===== src/rtl/matrix_dispatcher_pkg.sv =====
`default_nettype none
// ============================================================================
// Module      : matrix_pkg
// Description : Shared types and constants for the matrix job dispatcher.
// Revision    : 1.0 - initial release
// ============================================================================
package matrix_pkg;

    localparam int NUM_UNITS       = 5;
    localparam int UNIT_IDX_W      = $clog2(NUM_UNITS);
    localparam int DEFAULT_COORD_W = 4;

    typedef enum logic [1:0] {
        ST_IDLE  = 2'd0,
        ST_ISSUE = 2'd1,
        ST_DRAIN = 2'd2,
        ST_DONE  = 2'd3
    } state_t;

    typedef logic [UNIT_IDX_W-1:0] unit_idx_t;

    // Largest matrix dimension addressable with a given coordinate width.
    function automatic int unsigned max_dim(input int unsigned coord_w);
        return 32'd1 << coord_w;
    endfunction

endpackage
`default_nettype wire


===== src/rtl/matrix_raster_counter.sv =====
`default_nettype none
// ============================================================================
// Module      : matrix_raster_counter
// Description : Raster-order (column-fastest) cell coordinate walker.
// Revision    : 1.0 - initial release
// ============================================================================
module matrix_raster_counter
    import matrix_pkg::*;
#(
    parameter int maxWidthLen = DEFAULT_COORD_W
) (
    input  logic                   clk,
    input  logic                   rst,
    input  logic                   load_zero,
    input  logic                   advance,
    input  logic [maxWidthLen-1:0] last_x,
    input  logic [maxWidthLen-1:0] last_y,
    output logic [maxWidthLen-1:0] cx,
    output logic [maxWidthLen-1:0] cy,
    output logic                   is_last
);

    logic [maxWidthLen-1:0] r_cx;
    logic [maxWidthLen-1:0] r_cy;

    // Column steps first; the end of a row wraps to column 0 of the next row.
    always_ff @(posedge clk or posedge rst) begin
        if (rst) begin
            r_cx <= '0;
            r_cy <= '0;
        end else if (load_zero) begin
            r_cx <= '0;
            r_cy <= '0;
        end else if (advance) begin
            if (r_cx == last_x) begin
                r_cx <= '0;
                r_cy <= r_cy + 1'b1;
            end else begin
                r_cx <= r_cx + 1'b1;
            end
        end
    end

    assign cx      = r_cx;
    assign cy      = r_cy;
    assign is_last = (r_cx == last_x) && (r_cy == last_y);

endmodule
`default_nettype wire


===== src/rtl/matrix_dispatcher.sv =====
`default_nettype none
// ============================================================================
// Module      : matrix_dispatcher
// Description : Issues every result-matrix cell to the first free of five
//               compute units, one dispatch per cycle, and tracks completion.
// Revision    : 1.0 - initial release
// ============================================================================
module matrix_dispatcher
    import matrix_pkg::*;
#(
    parameter int maxWidthLen = DEFAULT_COORD_W
) (
    input  logic                   clk,
    input  logic                   rst,
    input  logic                   start,
    input  logic [maxWidthLen-1:0] last_x,
    input  logic [maxWidthLen-1:0] last_y,
    input  logic                   rdya,
    input  logic                   rdyb,
    input  logic                   rdyc,
    input  logic                   rdyd,
    input  logic                   rdye,
    output logic                   goa,
    output logic                   gob,
    output logic                   goc,
    output logic                   god,
    output logic                   goe,
    output logic [maxWidthLen-1:0] f_xa,
    output logic [maxWidthLen-1:0] f_xb,
    output logic [maxWidthLen-1:0] f_xc,
    output logic [maxWidthLen-1:0] f_xd,
    output logic [maxWidthLen-1:0] f_xe,
    output logic [maxWidthLen-1:0] f_ya,
    output logic [maxWidthLen-1:0] f_yb,
    output logic [maxWidthLen-1:0] f_yc,
    output logic [maxWidthLen-1:0] f_yd,
    output logic [maxWidthLen-1:0] f_ye,
    output logic                   busy,
    output logic                   done,
    output logic                   protocol_err
);

    localparam logic [NUM_UNITS-1:0] c_ONE = NUM_UNITS'(1);

    state_t                 r_state;
    logic [NUM_UNITS-1:0]   r_inflight;
    logic [NUM_UNITS-1:0]   r_go;
    logic [maxWidthLen-1:0] r_fx [NUM_UNITS];
    logic [maxWidthLen-1:0] r_fy [NUM_UNITS];
    logic [maxWidthLen-1:0] r_last_x;
    logic [maxWidthLen-1:0] r_last_y;
    logic                   r_busy;
    logic                   r_done;
    logic                   r_err;

    logic [NUM_UNITS-1:0]   w_rdy;
    logic [NUM_UNITS-1:0]   w_clear;
    logic [NUM_UNITS-1:0]   w_grant;
    logic [NUM_UNITS-1:0]   w_inflight_nxt;
    unit_idx_t              w_sel;
    logic                   w_any_free;
    logic                   w_issue;
    logic                   w_accept;
    logic                   w_stray;
    logic [maxWidthLen-1:0] w_cx;
    logic [maxWidthLen-1:0] w_cy;
    logic                   w_is_last;

    assign w_rdy    = {rdye, rdyd, rdyc, rdyb, rdya};
    assign w_accept = (r_state == ST_IDLE) && start;

    // Lowest-index free unit wins; the scan runs downward so it lands last.
    always_comb begin
        w_sel      = '0;
        w_any_free = 1'b0;
        for (int i = NUM_UNITS - 1; i >= 0; i--) begin
            if (!r_inflight[i]) begin
                w_sel      = unit_idx_t'(i);
                w_any_free = 1'b1;
            end
        end
    end

    // Freeing uses the pre-edge inflight view, so a unit completing this
    // cycle is not re-granted until the next one.
    assign w_issue        = (r_state == ST_ISSUE) && w_any_free;
    assign w_grant        = w_issue ? (c_ONE << w_sel) : '0;
    assign w_clear        = w_rdy & r_inflight;
    assign w_stray        = |(w_rdy & ~r_inflight);
    assign w_inflight_nxt = (r_inflight & ~w_clear) | w_grant;

    matrix_raster_counter #(
        .maxWidthLen (maxWidthLen)
    ) u_raster (
        .clk       (clk),
        .rst       (rst),
        .load_zero (w_accept),
        .advance   (w_issue && !w_is_last),
        .last_x    (r_last_x),
        .last_y    (r_last_y),
        .cx        (w_cx),
        .cy        (w_cy),
        .is_last   (w_is_last)
    );

    // Control FSM with registered dispatch, coordinate and status outputs.
    always_ff @(posedge clk or posedge rst) begin
        if (rst) begin
            r_state    <= ST_IDLE;
            r_inflight <= '0;
            r_go       <= '0;
            r_last_x   <= '0;
            r_last_y   <= '0;
            r_busy     <= 1'b0;
            r_done     <= 1'b0;
            r_err      <= 1'b0;
            for (int i = 0; i < NUM_UNITS; i++) begin
                r_fx[i] <= '0;
                r_fy[i] <= '0;
            end
        end else begin
            r_go       <= w_grant;
            r_inflight <= w_inflight_nxt;
            r_err      <= w_stray | (r_err & ~w_accept);
            r_done     <= 1'b0;
            for (int i = 0; i < NUM_UNITS; i++) begin
                if (w_grant[i]) begin
                    r_fx[i] <= w_cx;
                    r_fy[i] <= w_cy;
                end
            end
            case (r_state)
                ST_IDLE: begin
                    if (start) begin
                        r_last_x <= last_x;
                        r_last_y <= last_y;
                        r_busy   <= 1'b1;
                        r_state  <= ST_ISSUE;
                    end
                end
                ST_ISSUE: begin
                    if (w_issue && w_is_last) begin
                        r_state <= ST_DRAIN;
                    end
                end
                ST_DRAIN: begin
                    if (w_inflight_nxt == '0) begin
                        r_done  <= 1'b1;
                        r_busy  <= 1'b0;
                        r_state <= ST_DONE;
                    end
                end
                ST_DONE: begin
                    r_state <= ST_IDLE;
                end
                default: begin
                    r_state <= ST_IDLE;
                end
            endcase
        end
    end

    assign goa  = r_go[0];
    assign gob  = r_go[1];
    assign goc  = r_go[2];
    assign god  = r_go[3];
    assign goe  = r_go[4];
    assign f_xa = r_fx[0];
    assign f_xb = r_fx[1];
    assign f_xc = r_fx[2];
    assign f_xd = r_fx[3];
    assign f_xe = r_fx[4];
    assign f_ya = r_fy[0];
    assign f_yb = r_fy[1];
    assign f_yc = r_fy[2];
    assign f_yd = r_fy[3];
    assign f_ye = r_fy[4];

    assign busy         = r_busy;
    assign done         = r_done;
    assign protocol_err = r_err;

endmodule
`default_nettype wire


===== config.mk =====
export PLATFORM = sky130hd
export DESIGN_NAME = matrix_dispatcher
export DESIGN_NICKNAME = d
export VERILOG_FILES = /design/src/rtl/matrix_dispatcher_pkg.sv /design/src/rtl/matrix_raster_counter.sv /design/src/rtl/matrix_dispatcher.sv
export SDC_FILE = /design/constraint.sdc
export NUM_CORES = 1
export LEC_CHECK = 0
export CELL_PAD_IN_SITES_DETAIL_PLACEMENT = 0
export CELL_PAD_IN_SITES_GLOBAL_PLACEMENT = 1
export CORE_MARGIN = 4
export CORE_UTILIZATION = 35
export DETAILED_ROUTE_END_ITERATION = 8
export PLACE_DENSITY = 0.7
export RECOVER_POWER = 50
export SYNTH_ARGS = -nofsm -noshare
export SYNTH_HDL_FRONTEND = slang
export SYNTH_SLANG_ARGS = --single-unit

===== constraint.sdc =====
create_clock -name clk -period 2.65 [get_ports clk]
set_input_delay 0.3975 -clock clk [delete_from_list [all_inputs] [get_ports clk]]
set_output_delay 0.3975 -clock clk [all_outputs]
set_load 0.01 [all_outputs]

==> impl_metrics.env, run 1 <==
export IMPL_pwr_share_seq_pct=42.8
export IMPL_grt_max_degree=41
export IMPL_sw_frac_of_total_pct=35.9
export IMPL_power_internal_w=0.00234
export IMPL_cp_start_kind="register"
export IMPL_grt_pass1_vias=2104
export IMPL_post_place_ws_ns=0.585
export IMPL_die_height_um=101
export IMPL_critical_path_endpoint_type="register"
export IMPL_core_region_area_um2=8340
export IMPL_io_pins=64
export IMPL_gp_congestion=0.776
export IMPL_cts_buffers=9
export IMPL_final_cell_mix="dfrtp_1, clkdlybuf4s50_1, nand2_1, mux2_2, inv_1"
export IMPL_diodes=0
export IMPL_postLayoutCoreUtil_pct=47.5
export IMPL_finalCritPeriodShare_pct=76.3
export IMPL_cp_max_fo=9
export IMPL_cts_clk_slew_worst_paths_ns=0.08
export IMPL_hold_viol=0
export IMPL_ys_seq_area_share_pct=58.2
export IMPL_r2r_start="u_raster.cx[1]$_DFFE_PP0P_"
export IMPL_post_cts_buffers=0
export IMPL_avgSynthCellArea_um2=11.9
export IMPL_cp_data_arrival_time_ns=2.25
export IMPL_setup_viol=0
export IMPL_ys_ff_latch=71
export IMPL_hp_start="f_xc[2]$_DFFE_PP0P_"
export IMPL_synth_edff_count=0
export IMPL_clock_latency_ns=0.35
export IMPL_syn2layout_area_growth_pct=29.8
export IMPL_final_nets=347
export IMPL_worstMarginPinSlew_ns=1.06
export IMPL_post_route_cells_drive_above_1_share_pct=19.4
export IMPL_syn_area_um2=3050
export IMPL_antenna_found_initial=0
export IMPL_p_sw_w=0.00131
export IMPL_antenna_left=0
export IMPL_drt_iter0_markers=71
export IMPL_setup_tns_ns=0
export IMPL_p_per_area_nw_per_um2=922
export IMPL_critPathLaunch="u_raster.cx[1]$_DFFE_PP0P_"
export IMPL_max_clock_freq_ghz=0.494
export IMPL_worstSetupPathType="register to register"
export IMPL_wirelength_mm=6.38
export IMPL_comb_power_share_pct=35.9
export IMPL_yosysTopAreaCellShare_pct=58.2
export IMPL_yosys_top_cells_area="dfrtp_1, mux2_2, nand2_1"
export IMPL_post_cts_resized=0
export IMPL_start_util_pct=36.6
export IMPL_port_buffers=63
export IMPL_rsz0062_at_grt="no"
export IMPL_worst_slack_ns=0.627
export IMPL_final_common_cell="dfrtp_1"
export IMPL_vias_per_cell=4.69
export IMPL_num_vias=2040
export IMPL_drt_drc_violations_left=0
export IMPL_cts_tree="yes"
export IMPL_cts_sinks=71
export IMPL_status="complete, no violations"
export IMPL_routedWlPerCell_um=14.7
export IMPL_core_rowCount=33
export IMPL_synth_distinct_cells=46
export IMPL_slew_violations=0
export IMPL_dp_hpwl_mm=4.65
export IMPL_slew_headroom_pct=29.5
export IMPL_p_leak_nw=1.92
export IMPL_irDropWorstVdd_mv=0.270
export IMPL_drt_pre_antenna_iters=4
export IMPL_synthFlopType="dfrtp_1"
export IMPL_grt_ovfl_total=0
export IMPL_clockBufferDepth=2
export IMPL_ys_warn_count=0
export IMPL_hold_path_class="register to register"
export IMPL_syn_inst=256
export IMPL_async_flop_share_pct=100
export IMPL_grt_usage_pct=13.5
export IMPL_pwr_share_clk_pct=21.4
export IMPL_max_cap_viol_count=0
export IMPL_yosysTopAreaCell="dfrtp_1"
export IMPL_grt_pass1_wl_mm=10.7
export IMPL_finalClockSkew_ns=0.0111
export IMPL_clockRootBuffer="clkbuf_8"
export IMPL_required_ns=2.88
export IMPL_synth_net_count=278
export IMPL_die_x_um=101
export IMPL_die_area_um2=10300
export IMPL_hold_buffers=0
export IMPL_final_min_clock_period_ns=2.02
export IMPL_hold_slack_ns=0.476
export IMPL_ctsHtreeMaxLevel=3
## power groups by stage
stage,Combinational (W),Sequential [W],Clock [W]
5_1_grt,0.00147,0.00161,0.000853
3_3_place_gp,0.00132,0.00159,0
2_1_floorplan,0.000852,0.00157,0
4_1_cts,0.00135,0.00157,0.000811
3_5_place_dp,0.00134,0.00159,0
6_report,0.00131,0.00156,0.000780
## stage by stage
step | std cells | cell area [um2] | total power, W
after CTS | 435 | 3990 | 0.00373
after detailed placement | 419 | 3810 | 0.00293
after floorplan | 256 | 3050 | 0.00242
after global routing | 435 | 3960 | 0.00394
after global placement | 419 | 3810 | 0.00291
final | 435 | 3960 | 0.00365
## final timing paths
kind | endpoint | cells past startpoint | slack (ns)
max in group asynchronous | u_raster.cx[2]$_DFFE_PP0P_ | 3 | 0.82
min in group asynchronous | f_ya[1]$_DFFE_PP0P_ | 2 | 0.50
worst min register to register | f_xc[2]$_DFFE_PP0P_ | 2 | 0.48
worst max-delay path | r_state[1]$_DFFE_PP0P_ | 5 | 0.63
worst max register to register | r_state[1]$_DFFE_PP0P_ | 5 | 0.63
worst min-delay path | f_xc[2]$_DFFE_PP0P_ | 2 | 0.48
## logic make-up after synthesis
family | share of synthesized area, %
muxes | 12.5
DFF | 58.2
adders and majority gates | 2.46
AOI/OAI and AO/OA | 5.16
buffers and inverters | 3.93
and+or+nand+nor | 14.3
xor gates and xnor gates | 3.40
## per-layer routing
metal / vias to the layer above / part of all wire [%] / routed length, um / global-route usage, %
met5: - / 0 / 0 / 0
met4: 0 / 1.6 / 99 / 6.13
met3: 6 / 5.2 / 334 / 2.89
met2: 47 / 46 / 2940 / 20.2
met1: 996 / 47 / 3000 / 19.0
li1: 991 / - / - / -
## cells in the mapped netlist (4+ instances only)
cell	n
buf_2	6
clkbuf_1	4
dfrtp_1	71
ha_1	6
inv_1	13
mux2_2	32
nand2_1	54
nand3_1	5
nor2_1	8
o21ai_0	5
xor2_1	8
## state kept, by name (all words and copies together), names as in the netlist
name / cells
f_ye: 4
f_xb: 4
f_yc: 4
busy: 1
r_inflight: 5
r_go: 5
u_raster.cx: 4
f_ya: 4
f_xc: 4
f_xa: 4
done: 1
r_last_y: 4
f_xd: 4
protocol_err: 1
r_state: 2
f_yb: 4
u_raster.cy: 4
f_yd: 4
r_last_x: 4
f_xe: 4
## worst max-delay path, stage by stage (launching register included)
cell	delay, ns
dfrtp_1	0.51
xor2_2	0.23
nor4_4	0.47
a31oi_1	0.20
a21oi_2	0.18
mux2_1	0.33
## layout make-up
class / instances / area (um2)
fill: 784 / 4380
tap: 105 / 131
inverter: 14 / 52.6
timing repair buffer: 70 / 669
multi-input combinational: 159 / 1150
clock inverter: 7 / 56.3
clock buffer: 9 / 124
sequential: 71 / 1780
(Power assumes the default switching activity.)
==> inputs of run 2 (changes only) <==
PLACE_DENSITY = 0.72   (was 0.7)
clock period = 1.7 ns   (was 2.65 ns; I/O delays follow)
==> impl_metrics.env, run 2 (synthesis results as in run 1) <==
export IMPL_status="complete, but fails checks"
export IMPL_violations="setup timing"
export IMPL_worstMarginPinSlew_ns=0.633
export IMPL_final_cell_mix="dfrtp_1, clkdlybuf4s50_1, nand2_1, buf_4, mux2_2"
export IMPL_top_regs="r_go (5), r_inflight (5)"
export IMPL_irDropWorstVdd_mv=0.578
export IMPL_drt_drc_violations_left=0
export IMPL_max_clock_freq_ghz=0.575
export IMPL_setup_viol=4
export IMPL_cp_start_kind="register"
export IMPL_die_x_um=101
export IMPL_routedWlPerCell_um=15.0
export IMPL_slew_headroom_pct=57.6
export IMPL_grt_usage_pct=14.5
export IMPL_post_dp_cell_area_um2=4130
export IMPL_hold_buffers=0
export IMPL_worst_slack_ns=-0.0402
export IMPL_wirelength_mm=7.07
export IMPL_post_route_cells_drive_above_1_share_pct=31.8
export IMPL_antenna_left=0
export IMPL_core_region_area_um2=8340
export IMPL_grt_ovfl_total=0
export IMPL_die_height_um=101
export IMPL_clockBufferDepth=2
export IMPL_clock_latency_ns=0.34
export IMPL_r2r_end="u_raster.cy[2]$_DFFE_PP0P_"
export IMPL_finalCritPeriodShare_pct=102
export IMPL_rrSetupSlack_ns=-0.04
export IMPL_diodes=0
export IMPL_cts_buffers=9
export IMPL_start_util_pct=36.6
export IMPL_required_ns=1.96
export IMPL_hold_path_class="primary input to async pin"
export IMPL_die_area_um2=10300
export IMPL_slew_violations=0
export IMPL_cts_sinks=71
export IMPL_grt_max_degree=32
export IMPL_fin_cells=473
export IMPL_grt_pass1_vias=2224
export IMPL_fin_area_um2=4430
export IMPL_io_pins=64
export IMPL_gp_congestion=0.770
export IMPL_port_buffers=63
export IMPL_hold_viol=0
export IMPL_cp_max_fo=4
export IMPL_antenna_found_initial=0
export IMPL_drt_iter0_markers=57
export IMPL_p_per_area_nw_per_um2=1520
export IMPL_vias_per_cell=4.66
export IMPL_max_cap_viol_count=0
export IMPL_num_vias=2206
export IMPL_dp_cells=452
export IMPL_final_min_clock_period_ns=1.74
export IMPL_rsz0062_at_grt="yes"
export IMPL_total_power_w=0.00672
export IMPL_dp_hpwl_mm=5.20
export IMPL_ctsHtreeMaxLevel=3
export IMPL_r2r_start="u_raster.cy[0]$_DFFE_PP0P_"
export IMPL_worstSetupPathType="register to register"
export IMPL_clockRootBuffer="clkbuf_8"
export IMPL_drt_pre_antenna_iters=4
export IMPL_core_rowCount=33
export IMPL_cts_clk_slew_worst_paths_ns=0.08
export IMPL_cp_data_arrival_time_ns=2.00
export IMPL_post_place_ws_ns=-0.128
export IMPL_grt_pass1_wl_mm=11.4
export IMPL_syn2layout_area_growth_pct=45.2
export IMPL_finalClockSkew_ns=0.00505
export IMPL_p_leak_nw=2.13
export IMPL_reg2reg_depth=7
export IMPL_critical_path_endpoint_type="register"
export IMPL_final_common_cell="dfrtp_1"
export IMPL_cts_tree="yes"
export IMPL_final_nets=385
export IMPL_setup_tns_ns=-0.130
[run 2: changes by cell type in the layout (fill, tap and decap cells not counted), moves of 3 or more]
cell	change
buf_4	+38
clkbuf_1	-3
xor2_2	+4
mux2_2	-8
clkdlybuf4s50_1	+6
dlygate4sd3_1	-6
mux2_4	+9
xor2_1	-4
[run 2: layout make-up]
class,count,area [um2]
tap,105,131
fill,746,3910
timing repair buffer,108,991
inverter,14,53.8
sequential,71,1780
clock buffer,9,124
clock inverter,7,97.6
multi-input combinational,159,1260
[run 2: worst max-delay path by stage]
stage               slack [ns]                  startpoint                          to
floorplan                -0.11  u_raster.cy[0]$_DFFE_PP0P_      r_state[1]$_DFFE_PP0P_
global placement         -0.08                       start      r_state[1]$_DFFE_PP0P_
detailed placement       -0.13                       start      r_state[1]$_DFFE_PP0P_
CTS                      -0.12     r_last_x[1]$_DFFE_PP0P_      r_state[1]$_DFFE_PP0P_
global route             -0.14      r_state[0]$_DFFE_PP0P_      r_state[1]$_DFFE_PP0P_
finish                   -0.04  u_raster.cy[0]$_DFFE_PP0P_  u_raster.cy[2]$_DFFE_PP0P_
[run 2: worst max-delay path: stages (launching register included)]
cell	delay [ns]
dfrtp_1	0.41
xor2_2	0.19
nor4_4	0.36
buf_4	0.18
buf_4	0.13
nor3b_4	0.05
and3_2	0.21
nor3_2	0.13
[run 2: what timing repair did]
action / CTS / global route
gates resized for setup: 7 / 11
setup buffers: 3 / 2
setup endpoints to repair: 32 / 26
pin swaps: 8 / 10
[run 2: power breakdown]
| group | internal, W | switching (W) | total (W) |
|---|---|---|---|
| Clock | 0.000828 | 0.000646 | 0.00147 |
| Sequential | 0.00211 | 0.000294 | 0.00240 |
| Combinational | 0.00153 | 0.00131 | 0.00284 |
| Total | 0.00447 | 0.00225 | 0.00672 |
[run 2: routing by layer]
metal / global-route usage, % / vias to the layer above / part of all wire (%)
met5: 0 / - / 0
met2: 22.3 / 59 / 47
met4: 6.75 / 0 / 2.0
met1: 20.0 / 1062 / 46
met3: 2.27 / 13 / 4.9
li1: - / 1072 / -
[run 2: metrics by stage]
stage,utilization (%),hold WS [ns]
3_3_place_gp,49.5,0.460
2_1_floorplan,-,0.351
5_1_grt,53.2,0.439
3_5_place_dp,49.5,0.467
6_report,53.2,0.421
4_1_cts,52.8,0.258
